### src/rtl/square_calc.sv
// square_calc
//   Sequential integer squarer. N^2 is built as the sum of the first N odd
//   numbers (1 + 3 + ... + (2N-1)), one addition per clock. It is used to
//   regenerate a square from a computed root so the two can be cross-checked.
//
// Ports
//   clk       : clock, all state changes on the rising edge
//   rst       : asynchronous active-high reset
//   valor_i   : operand N, captured only when a start is accepted
//   start_i   : request, accepted while ready_o is high (IDLE or DONE)
//   ready_o   : idle / result valid, low while computing
//   done_o    : one-cycle pulse after a new result is committed
//   square_o  : last committed N^2, held until the next commit
module square_calc #(
    parameter int ROOT_WIDTH = 8
) (
    input  logic                      clk,
    input  logic                      rst,
    input  logic [ROOT_WIDTH-1:0]     valor_i,
    input  logic                      start_i,
    output logic                      ready_o,
    output logic                      done_o,
    output logic [2*ROOT_WIDTH-1:0]   square_o
);

    typedef enum logic [1:0] {
        IDLE = 2'd0,
        CALC = 2'd1,
        DONE = 2'd2
    } state_t;

    state_t state, state_next;

    logic [ROOT_WIDTH-1:0]   cnt;   // additions still to perform
    logic [ROOT_WIDTH:0]     odd;   // next odd number to add
    logic [2*ROOT_WIDTH-1:0] acc;   // running partial sum

    // A start is taken in DONE as well as IDLE so a held start runs
    // back to back without an extra idle cycle.
    logic accept;
    assign accept = start_i && (state == IDLE || state == DONE);

    // State register
    always_ff @(posedge clk or posedge rst) begin
        if (rst) state <= IDLE;
        else     state <= state_next;
    end

    // Next-state decode
    always_comb begin
        state_next = state;
        case (state)
            IDLE:    if (start_i) state_next = CALC;
            CALC:    if (cnt == '0) state_next = DONE;
            DONE:    state_next = start_i ? CALC : IDLE;
            default: state_next = IDLE;
        endcase
    end

    // Status decoded from state only, no path from start_i
    assign ready_o = (state != CALC);
    assign done_o  = (state == DONE);

    // Datapath. square_o is written only on the commit cycle so partial
    // sums never become visible.
    always_ff @(posedge clk or posedge rst) begin
        if (rst) begin
            cnt      <= '0;
            odd      <= (ROOT_WIDTH+1)'(1);
            acc      <= '0;
            square_o <= '0;
        end else if (accept) begin
            cnt <= valor_i;
            odd <= (ROOT_WIDTH+1)'(1);
            acc <= '0;
        end else if (state == CALC) begin
            if (cnt != '0) begin
                acc <= acc + (2*ROOT_WIDTH)'(odd);
                odd <= odd + (ROOT_WIDTH+1)'(2);
                cnt <= cnt - ROOT_WIDTH'(1);
            end else begin
                square_o <= acc;
            end
        end
    end

endmodule

### config.mk
export PLATFORM = sky130hd
export DESIGN_NAME = square_calc
export DESIGN_NICKNAME = d
export VERILOG_FILES = /design/src/rtl/square_calc.sv
export SDC_FILE = /design/constraint.sdc
export NUM_CORES = 1
export LEC_CHECK = 0
export ABC_AREA = 1
export CAP_MARGIN = 20
export CORE_MARGIN = 2
export CORE_UTILIZATION = 64
export CTS_BUF_LIST = sky130_fd_sc_hd__clkbuf_2
export CTS_CLUSTER_SIZE = 40
export DETAILED_ROUTE_END_ITERATION = 10
export GPL_TIMING_DRIVEN = 0
export MAX_ROUTING_LAYER = met4
export PLACE_DENSITY_LB_ADDON = 0.08
export SLEW_MARGIN = 20
export SYNTH_ARGS = -nofsm -noshare
export SYNTH_HDL_FRONTEND = slang
export SYNTH_SLANG_ARGS = --single-unit
### constraint.sdc
create_clock -name clk -period 2.9 [get_ports clk]
set_input_delay 0.58 -clock clk [delete_from_list [all_inputs] [get_ports clk]]
set_output_delay 0.58 -clock clk [all_outputs]
set_load 0.01 [all_outputs]
==> impl_metrics.csv <==
group,metric,value,unit
status,status,"finished, final reports clean",
drt,routed-via-count,2574,
sta,slew_viol_final,0,
sta,tns,0,ns
cts,cts_buffer_depth,2,
power,p_leak,1.731,nW
finish,area_growth,13.68,%
synthesis,syn_area,2964,µm²
cts,ctsHoldBuffers,0,
die,pin_count,29,
cts,cts.sinks,51,
power,p_per_area,305.5,nW/µm²
sta,worst_slew_pin_slew,0.4739,ns
synthesis,yosysWarnings,0,
synthesis,synth_seq_cells,51,
global_routing,overflow,0,
cts,insertion_delay,0.43,ns
synthesis,avgSynthCellArea,7.759,µm²
die,die-area,5192,µm²
cts,cts_max_level,2,
critical_path,cp-start-kind,"flip-flop",
place,portBuffers,28,
drt,drtIter0Drc,159,
min_path,hold_path_class,"in -> async",
sta,setup_viol,0,
sta,layout_min_cycle_time,2.250,ns
sta,slew_headroom,68.41,%
place,gp_congestion,0.9418,
synthesis,netlist_top_cells_area,"dfrtp_1 42%, nand2_1 15%, nand3_1 6.1%",
synthesis,synth_fp_nets,405,
drt,postRouteAntennaNets,0,
critical_path,critPathRequiredTime,2.32,ns
die,die_w,72.06,µm
global_routing,grt_pass1_wl,11.21,mm
synthesis,yosysTopAreaCell,"dfrtp_1",
synthesis,syn_inst,382,
cts,cts-resized-gates,0,
drt,wl,6.368,mm
drt,drcViolationCount,0,
cts,cts_tree,"built",
global_routing,grt_use_met3,5.417,%
power,ir_worst_vdd,224.5,µV
synthesis,synth-main-ff-cell,"dfrtp_1",
cts,clkTransAtPathRegs,0.25,ns
synthesis,ys_async_sr_fraction,100.0,%
synthesis,synth_common_cells,"116 x nand2_1, 50 x dfrtp_1, 42 x inv_1, 40 x nor2_1, 36 x nand3_1",
synthesis,synth.most_common_cell,"nand2_1",
cts,post-cts-setup-buffers,0,
drt,vias_per_cell,5.465,
place,dpl.hpwl,4.827,mm
global_routing,grt-busiest-layer,"met2",
finish,nNetsFinal,441,
finish,drive_gt1_share,10.02,%
power,finalPower,1.029,mW
die,core-area,4414,µm²
global_routing,grt_pass1_vias,2515,
finish,num_antenna_cells,0,
sta,clock_skew,0.02028,ns
global_routing,grt_max_degree,32,
synthesis,synth_edf_count,0,
global_routing,grt_use_total,28.76,%
sta,hold_viol_final,0,
drt,first_pass_iters,5,
global_routing,antenna_found_initial,0,
global_routing,met1_usage,36.74,%
place,place_area,3329,µm²
synthesis,yosysSeqAreaShare,43.10,%
sta,grt_setup_unrepaired,"false",
cts,cts-buffers-inserted,5,
critical_path,cp.arrival,1.67,ns
job,maxCapViolCount,0,
sta,finalHoldWorstSlack,0.4295,ns
critical_path,crit_fanout,3,
finish,design_area,3369,µm²
finish,final_util,76.33,%
sta,fmax,0.4444,GHz
synthesis,synth_top_cell_area_share,42.21,%
die,dieHeight,72.06,µm
die,start_util,67.15,%
die,rows,24,
critical_path,cp-end-kind,"output pin",
critical_path,critPathKind,"reg -> out",
drt,wl_per_cell,13.52,µm
sta,finalCritPeriodShare,77.60,%
synthesis,yosysUniqueCellTypes,36,
cts,ctsRootBufferMaster,"clkbuf_2",
global_routing,met2_usage,47.12,%
-- cell usage in the layout, fill, tap and decap left out, drive strengths merged --
cell type	synthesis	layout
dfrtp	50	50
a21boi	1	1
fa	1	1
and2	1	1
a31oi	1	1
nand3	36	36
inv	49	49
nor3	1	1
o21ai	23	23
nor2	46	46
dfstp	1	1
clkbuf	3	11
nand2	121	121
or2	1	1
clkdlybuf4s50	0	28
xor2	3	3
nand4	3	3
a21oi	12	12
a22o	1	1
o211ai	3	3
o22ai	5	5
xnor2	2	2
o21a	1	1
buf	5	6
o21bai	1	1
ha	11	11
-- worst max-delay path, cell delays in order (launching register included) --
cell             delay, ns
dfrtp_1               0.44
inv_2                 0.12
nor2_8                0.06
inv_4                 0.10
clkdlybuf4s50_1       0.54
-- cells by family (layout without fill, tap and decap cells) --
family          Yosys count  in the layout  share of synthesized area (%)
flops                    51             51                          43.10
fa+ha+maj                12             12                          5.319
buf+inv                  57             94                          8.653
simple gates            209            209                          31.57
xor+xnor                  5              5                          1.478
compound gates           48             48                          9.878
-- metal layers --
metal  up-vias  share of wire, %
li1       1292                 -
met1      1194                44
met2        76                49
met3        12               5.7
met4         0               1.4
met5         -                 0
-- state kept, by name, indices dropped and copies added (netlist names) --
| signal | flops |
|---|---|
| cnt | 8 |
| square_o | 16 |
| odd | 9 |
| acc | 16 |
| state | 2 |
-- final timing paths --
| kind | from | to | slack (ns) | depth (start not counted) |
|---|---|---|---|---|
| worst max-delay path | state[0] | ready_o | 0.65 | 4 |
| worst min-delay path | rst | square_o[5] | 0.43 | 2 |
| worst max register to register | odd[0] | acc[12] | 0.82 | 11 |
| worst min register to register | square_o[9] | square_o[9] | 0.50 | 2 |
| max in group asynchronous | rst | odd[8] | 1.94 | 3 |
| min in group clk | square_o[9] | square_o[9] | 0.50 | 2 |
-- layout make-up --
cell class	instances	area [µm²]
plain buffers	8	67.56
clock buffers	8	40.04
multi-input cells	274	1430
inverters	49	188.9
fillers	345	1045
flip-flops and latches	51	1277
repair buffers	29	300.3
well taps	52	65.06
-- power breakdown --
group / leakage [nW] / internal, mW / total [mW] / switching (mW)
Sequential: 0.630 / 0.713 / 0.713 / 0
Combinational: 1.07 / 0.0145 / 0.0305 / 0.0160
Clock: 0.0332 / 0.0709 / 0.286 / 0.215
Total: 1.73 / 0.798 / 1.03 / 0.231
-- through the flow --
step | instances | worst slack (ns)
finish | 471 | 0.6497
global route | 471 | 0.5687
CTS | 471 | 0.6202
detailed placement | 463 | 0.8416
global placement | 462 | 0.1461
floorplan | 382 | 1.092
No activity file was read; power rests on OpenSTA's default activity.
